<file path="src/rtl/element_delay_accumulator.sv">
// Turns per-element K_n terms into absolute integer sample delays for both array halves,
// tracking an integer delay and a fixed-point residual per half.
module element_delay_accumulator #(
  parameter int DW_INTEGER   = 18,
  parameter int DW_FRACTION  = 6,
  parameter int DW_DELAY     = 12,
  parameter int NUM_ELEMENTS = 64,
  parameter int MAX_STEPS    = 15
) (
  input  logic                                      clk,
  input  logic                                      rst,
  input  logic                                      initiate,
  input  logic        [DW_DELAY-1:0]                init_delay,
  input  logic                                      term_ready,
  input  logic signed [DW_INTEGER+DW_FRACTION-1:0]  term_pos_n,
  input  logic signed [DW_INTEGER+DW_FRACTION-1:0]  term_neg_n,
  input  logic                                      term_last,
  output logic                                      term_ack,
  output logic        [DW_DELAY-1:0]                delay_pos,
  output logic        [DW_DELAY-1:0]                delay_neg,
  output logic        [$clog2(NUM_ELEMENTS/2):0]    delay_index,
  output logic                                      delay_valid,
  input  logic                                      delay_ack,
  output logic                                      done,
  output logic                                      busy,
  output logic                                      overflow
);

  localparam int TW  = DW_INTEGER + DW_FRACTION;
  localparam int EW  = TW + 1;
  localparam int IW  = $clog2(NUM_ELEMENTS/2) + 1;
  localparam int SCW = $clog2(MAX_STEPS + 1);
  localparam int PAD = EW - DW_DELAY - 1 - DW_FRACTION;
  localparam logic signed [EW-1:0] UNIT = EW'(2 ** DW_FRACTION);

  typedef enum logic [2:0] {IDLE, FETCH, STEP, OUTPUT, DONE} state_t;

  typedef struct packed {
    logic        [DW_DELAY-1:0] t;
    logic signed [EW-1:0]       e;
    logic                       settled;
    logic                       ovf;
  } half_t;

  state_t               state;
  logic [DW_DELAY-1:0]  t_pos, t_neg;
  logic signed [EW-1:0] e_pos, e_neg;
  logic [IW-1:0]        idx;
  logic [SCW-1:0]       step_cnt;
  logic                 last_q;
  half_t                sp, sn;

  // One compare-and-step of a half: moving t by one consumes (t+d)^2 - t^2 from e.
  function automatic half_t step_half(input logic [DW_DELAY-1:0] t,
                                      input logic signed [EW-1:0] e);
    half_t r;
    logic signed [EW-1:0] up_thr;
    logic signed [EW-1:0] dn_thr;
    up_thr    = $signed({{PAD{1'b0}}, t, 1'b1, {DW_FRACTION{1'b0}}});
    dn_thr    = up_thr - (UNIT + UNIT);
    r.t       = t;
    r.e       = e;
    r.settled = 1'b0;
    r.ovf     = 1'b0;
    if (e >= up_thr) begin
      if (&t) begin
        r.settled = 1'b1;
        r.ovf     = 1'b1;
      end else begin
        r.t = t + 1'b1;
        r.e = e - up_thr;
      end
    end else if ((t != '0) && (e <= -dn_thr)) begin
      r.t = t - 1'b1;
      r.e = e + dn_thr;
    end else begin
      r.settled = 1'b1;
      if ((t == '0) && (e <= -UNIT)) r.ovf = 1'b1;
    end
    return r;
  endfunction

  assign sp = step_half(t_pos, e_pos);
  assign sn = step_half(t_neg, e_neg);

  always_ff @(posedge clk or posedge rst) begin
    if (rst) begin
      state       <= IDLE;
      t_pos       <= '0;
      t_neg       <= '0;
      e_pos       <= '0;
      e_neg       <= '0;
      idx         <= '0;
      step_cnt    <= '0;
      last_q      <= 1'b0;
      term_ack    <= 1'b0;
      delay_pos   <= '0;
      delay_neg   <= '0;
      delay_index <= '0;
      delay_valid <= 1'b0;
      done        <= 1'b0;
      busy        <= 1'b0;
      overflow    <= 1'b0;
    end else begin
      term_ack <= 1'b0;
      done     <= 1'b0;
      unique case (state)
        IDLE: begin
          if (initiate) begin
            t_pos    <= init_delay;
            t_neg    <= init_delay;
            e_pos    <= '0;
            e_neg    <= '0;
            idx      <= '0;
            overflow <= 1'b0;
            busy     <= 1'b1;
            state    <= FETCH;
          end
        end
        FETCH: begin
          if (term_ready) begin
            e_pos    <= e_pos + $signed({term_pos_n[TW-1], term_pos_n});
            e_neg    <= e_neg + $signed({term_neg_n[TW-1], term_neg_n});
            last_q   <= term_last;
            idx      <= idx + IW'(1);
            step_cnt <= '0;
            term_ack <= 1'b1;
            state    <= STEP;
          end
        end
        STEP: begin
          if (sp.ovf || sn.ovf) overflow <= 1'b1;
          if (sp.settled && sn.settled) begin
            delay_pos   <= t_pos;
            delay_neg   <= t_neg;
            delay_index <= idx;
            delay_valid <= 1'b1;
            state       <= OUTPUT;
          end else if (step_cnt == SCW'(MAX_STEPS)) begin
            // Step budget exhausted: publish the partially converged delays.
            overflow    <= 1'b1;
            delay_pos   <= t_pos;
            delay_neg   <= t_neg;
            delay_index <= idx;
            delay_valid <= 1'b1;
            state       <= OUTPUT;
          end else begin
            t_pos    <= sp.t;
            e_pos    <= sp.e;
            t_neg    <= sn.t;
            e_neg    <= sn.e;
            step_cnt <= step_cnt + SCW'(1);
          end
        end
        OUTPUT: begin
          if (delay_ack) begin
            delay_valid <= 1'b0;
            if (last_q) begin
              done  <= 1'b1;
              state <= DONE;
            end else begin
              state <= FETCH;
            end
          end
        end
        DONE: begin
          busy  <= 1'b0;
          state <= IDLE;
        end
        default: state <= IDLE;
      endcase
    end
  end

endmodule

</file>
<file path="config.mk">
export PLATFORM = sky130hd
export DESIGN_NAME = element_delay_accumulator
export DESIGN_NICKNAME = d
export VERILOG_FILES = /design/src/rtl/element_delay_accumulator.sv
export SDC_FILE = /design/constraint.sdc
export NUM_CORES = 1
export LEC_CHECK = 0
export CAP_MARGIN = 20
export CORE_MARGIN = 4
export CORE_UTILIZATION = 40
export CTS_CLUSTER_DIAMETER = 150
export DETAILED_ROUTE_END_ITERATION = 12
export PLACE_DENSITY_LB_ADDON = 0.05
export SLEW_MARGIN = 10
export SYNTH_ARGS = -nofsm -noshare
export SYNTH_HDL_FRONTEND = slang
export SYNTH_SLANG_ARGS = --single-unit
</file>
<file path="constraint.sdc">
create_clock -name clk -period 11.4 [get_ports clk]
set_clock_uncertainty 0.2 [all_clocks]
set_input_delay 2.28 -clock clk [delete_from_list [all_inputs] [get_ports clk]]
set_output_delay 2.28 -clock clk [all_outputs]
set_load 0.1 [all_outputs]
</file>
**Word level (Yosys, flattened, before mapping)**

Cells that the tools add are included.

- ROM bits: 0
- Bits in latches: 0
- Flip-flop bits (word level): 123
- Bits in writable memories: 0
- Memories: 0
- Output and inout port bits: 35

- Bitwise logic cells: 0
- Multiplexer cells: 64
- Multiply operators: 0
- Div/mod/pow operators: 0
- Reductions and logical operators: 32
- Shift-type cells: 0
- $add $sub $neg: 16
- Order comparisons: 6
- Equality and inequality tests: 15

Operators with widths:

| kind | number |
|---|---|
| $mux 25 | 7 |
| $pmux 25 s3 | 2 |
| $mux 37 | 4 |
| $mux 12 | 9 |
| $mux 39 | 2 |
| $add 25x20->25 | 2 |
| $add 25x24->25 | 2 |
| $ge 25x20->1 | 2 |
| $le 25x25->1 | 2 |
| $le 25x7->1 const B | 2 |
| $neg 20->25 | 2 |
| $sub 25x20->25 | 2 |
| $pmux 12 s2 | 2 |
| $sub 19x8->20 const B | 2 |
| $add 12x1->12 const B | 2 |
| $logic_not 12->1 | 2 |
| $mux 6 | 4 |
| $reduce_and 12->1 | 2 |
| $reduce_bool 12->1 | 2 |
| $sub 12x1->12 const B | 2 |
| $mux 3 | 6 |
| $mux 1 | 15 |
| $ne 3x3->1 const B | 5 |
| $reduce_and 7->1 | 2 |
| other kinds (22) | 49 |

**Depth between registers and ports, before layout**

- Depth after elaboration: 11
- Mapped depth: 22
- Mapped depth without buffers: 19

**Worst setup path after synthesis**

Ideal clock, no wire load.

- Path kind: in2reg
- Start point: input term_pos_n[0]
- End point: register e_pos[24]
- Path slack: 6.196 ns
- Arrival time: 4.878 ns
- Stages: 11
- Path buffers: 0
- Required time: 11.074 ns
- Path through: ha_1 fa_1 a211oi_1 o21a_1 nor4_1 o211ai_1 a21oi_1 a2111oi_0 xor2_1 a221o_1 a221o_1

- Word-level cells in the longest chain between the ends: 3

Ends and longest elaborated chain:

| element | line | source |
|---|---|---|
| start: declaration | 15 | `input logic signed [DW_INTEGER+DW_FRACTION-1:0] term_pos_n,` |
| $add 25x24->25 | 122 | `e_pos <= e_pos + $signed({term_pos_n[TW-1], term_pos_n});` |
| $mux 25 | 121 | `if (term_ready) begin` |
| $pmux 25 s3 | 107 | `unique case (state)` |
| end signal: assignment | 122 |  |
| end signal: assignment | 149 | `e_pos <= sp.e;` |
| end: declaration | 47 | `logic signed [EW-1:0] e_pos, e_neg;` |

No other way between the ends. The select of a mux whose other input is x is not followed.
A chain may end at the register's enable or synchronous reset.

**Final worst setup path**

- Start point: register t_pos[0]
- End point: register t_pos[11]

- Word-level cells in the longest chain between the ends: 9
- Elaborated cells on any way between the ends: 22
- Classes of those cells: 4 x add/sub; 2 x order compare; 3 x eq/ne; 8 x mux; 5 x reduce/logical

Ends and longest elaborated chain:

| element | line | source |
|---|---|---|
| start: declaration | 46 | `logic [DW_DELAY-1:0] t_pos, t_neg;` |
| start signal: assignment | 110 | `t_pos <= init_delay;` |
| start signal: assignment | 148 | `t_pos <= sp.t;` |
| $sub 19x8->20 | 60 | `dn_thr = up_thr - (UNIT + UNIT);` |
| $neg 20->25 | 73 | `end else if ((t != '0) && (e <= -dn_thr)) begin` |
| $le 25x25->1 | 73 |  |
| $logic_and 1x1->1 | 73 |  |
| $mux 2 | 73 |  |
| $mux 39 | 65 | `if (e >= up_thr) begin` |
| $logic_and 1x1->1 | 133 | `if (sp.settled && sn.settled) begin` |
| $ne 2x2->1 (no line) | -- |  |
| $reduce_and 6->1 (no line) | -- |  |

Several ways; a longest one is shown, not always the timed one. The select of a mux whose other input is x is not followed.

==> results by group <==
Outcome
  – Status: finished clean

Synth
  – Ys async rst share: 1.000
  – Most frequent cell after synthesis: ha_1
  – Synth top cells by count: ha_1 (135), dfrtp_1 (123), nand2_1 (108)
  – Post-synth EDFFs: 0
  – Syn Area/Cell: 8.636 um2
  – Ys flop type: dfrtp_1
  – Mapped Area: 12760 um2
  – Mapped Cells: 1478
  – Post-synth top area cell: dfrtp_1
  – Yosys warns: 0
  – Synth Area in Adders: 0.1418
  – Seq/Total Area, Yosys: 0.2412
  – Share of the synthesized area in the top cell type: 0.2412
  – Largest cells by area after synthesis: dfrtp_1 (24%), ha_1 (13%), xnor2_1 (5.6%)
  – Compound-Gate Fraction of Synth Area: 0.2424
  – Mux share of post-synthesis cell area: 0.09509
  – #FFs+latches synth: 123
  – Post-synthesis xor/xnor area fraction: 0.08372
  – Synth Net Count: 1685
  – Post-synth cell types: 82
  – Post-synthesis simple-gate area fraction: 0.1577
  – Main combinational cell family by area after synthesis: compound AO/OA/AOI/OAI gates

Layout
  – Inserted Diodes: 0
  – Area Growth Syn to Fin: 16.06%
  – Nets: 1767
  – Share of layout cells above drive strength 1: 0.08773

Clock network
  – Clock transition at path regs: 0.06 ns
  – Clk_lat worst skew: 0.44 ns
  – H-tree levels: 4
  – Post-CTS setup buffers: 0
  – CTS Buffer Depth: 2
  – CTS tree: yes
  – Cts repair resizes: 0
  – Clk root buf: clkbuf_16
  – # clock sinks: 123
  – Post-CTS Hold Buffers: 0
  – CTS Buf Count: 17

Floorplan
  – Std cell rows: 65
  – Top-level port count: 101
  – Die W: 186.6 um
  – Die Ht: 186.6 um
  – CORE AREA: 31560 um2
  – Starting Density: 0.4045
  – Full die area: 34830 um2

Critical path
  – Arr. time, crit path: 6.39 ns
  – Cell Chain, Critical Path: inv_1 > ha_1 > a21o_1 > a21oi_1 > o22ai_1 > a211oi_2 > o211ai_1 > and2_1 > buf_4 > inv_2 > ha_1 > a21o_1 > a21o_1 > a2111oi_0 > o311ai_1 > a21o_1 > a21oi_1 > xnor2_1 > o31a_1 > o221ai_1
  – Worst path slowest cell: a2111oi_0
  – Cell repeated most along the worst path: a21o_1
  – Worst-path maximum fanout: 22
  – CP peak stage delay: 0.58 ns
  – Critical path endpoint category: flop
  – Largest delay share family, worst path: compound AO/OA/AOI/OAI gates
  – Crit Path Category: reg2reg
  – WP data required: 11.55 ns
  – Crit path launch type: flop
  – Reg-to-reg slack, setup: 5.16 ns
  – Buffers plus inverters on the worst setup path: 3

Flow run
  – Max-Cap Viols: 0

Global route
  – Gr ovfl total: 0
  – First-pass GRT wire length: 65.75 mm
  – Largest net degree at the start of global routing: 64
  – Number of global-route vias before repair: 11219
  – GRT Overall Usage: 0.2361
  – Initial antenna violation count: 0

Timing
  – Fin Setup TNS: 0 ns
  – Post-layout min period: 6.235 ns
  – Endpoints failing setup: 0
  – Hold Vio Cnt, Final: 0
  – Slew Viols, Final: 0
  – Worst Tran Pin Value: 1.054 ns
  – RSZ-0062 raised after global routing: false
  – Final Cycle Share: 0.5470
  – Rel. slew slack: 0.2906
  – Maximum clock frequency: 0.1604 GHz

Placement
  – Gpl congestion: 0.9332
  – Port Buffer Count: 100
  – HPWL after DPL: 32.38 mm

Detailed routing
  – WL/cell: 21.38 um
  – Post-Route WL: 42.23 mm
  – DRC viols: 0
  – ANT nets after route: 0
  – TritonRoute pass-1 iters: 5
  – Via count: 11644
  – Via density: 5.896
  – Iter 0 DRT Violations: 755

Min path
  – Min-Delay Path Class: reg2reg
## cell usage in the layout, fill, tap and decap left out, types with 19 or more instances in the layout
master / Yosys / layout
a211oi_1: 21 / 21
a21o_1: 54 / 54
a21oi_1: 100 / 100
and3_1: 20 / 20
clkdlybuf4s50_1: 0 / 100
dfrtp_1: 123 / 123
ha_1: 135 / 135
inv_1: 68 / 67
mux2_2: 37 / 37
mux2_4: 29 / 29
mux2i_1: 26 / 26
nand2_1: 108 / 108
nand3_1: 39 / 39
nand4_1: 25 / 25
nor2_1: 100 / 99
nor3_1: 43 / 42
o21a_1: 19 / 19
o21ai_0: 71 / 71
o22ai_1: 20 / 20
xnor2_1: 81 / 81
xor2_1: 41 / 41
## routing by layer
metal  share of wire  vias to the layer above  global-route usage
met5               0                        -                   0
met4           0.012                        0             0.04977
met3           0.050                       34             0.04265
met2            0.43                      295              0.3599
met1            0.51                     5559              0.3503
li1                -                     5756                   -
## per-stage QoR
step | util | std cells | setup slack [ns] | instance area [um2] | hold slack, ns
final | 0.4694 | 1975 | 5.165 | 14810 | 0.3072
after global routing | 0.4694 | 1975 | 4.720 | 14810 | 0.3244
after CTS | 0.4694 | 1975 | 5.223 | 14810 | 0.3141
after detailed placement | 0.4485 | 1943 | 5.298 | 14150 | 0.2953
after global placement | 0.4485 | 1943 | 5.262 | 14150 | 0.2978
after floorplan | - | 1478 | 5.649 | 12760 | 0.2656
## flip-flops by register name, summed over array words and instances (netlist names), 3 cells and up
name	flops
delay_neg	12
e_pos	25
t_pos	12
step_cnt	4
e_neg	25
state	3
delay_index	6
delay_pos	12
t_neg	12
idx	6
## area by class of cell
class	instances	area [um2]
Fill cell	3126	16740
Multi-Input combinational cell	1235	9209
Sequential cell	123	3078
Timing Repair Buffer	112	1091
Tap cell	402	503.0
Clock buffer	21	470.5
Inverter	71	271.5
Clock inverter	11	190.2
## worst paths after layout
kind                         startpoint      endpoint  cells after the start
min reg2reg                delay_pos[6]  delay_pos[6]                      1
max                            t_pos[0]     t_pos[11]                     20
max in group asynchronous           rst  delay_pos[3]                      3
max reg2reg                    t_pos[0]     t_pos[11]                     20
min                        delay_pos[6]  delay_pos[6]                      1
min in group asynchronous           rst  delay_neg[7]                      2
## kinds of logic after synthesis
logic type / Yosys count
flip-flops: 123
AO/OA/AOI/OAI: 455
adder cells (fa/ha/maj): 141
multiplexers: 101
AND/OR/NAND/NOR: 416
buffers and inverters: 120
XOR/XNOR: 122
Power is not shown: default switching activity piles up to over one toggle a cycle in this logic, so the estimate is an artifact.
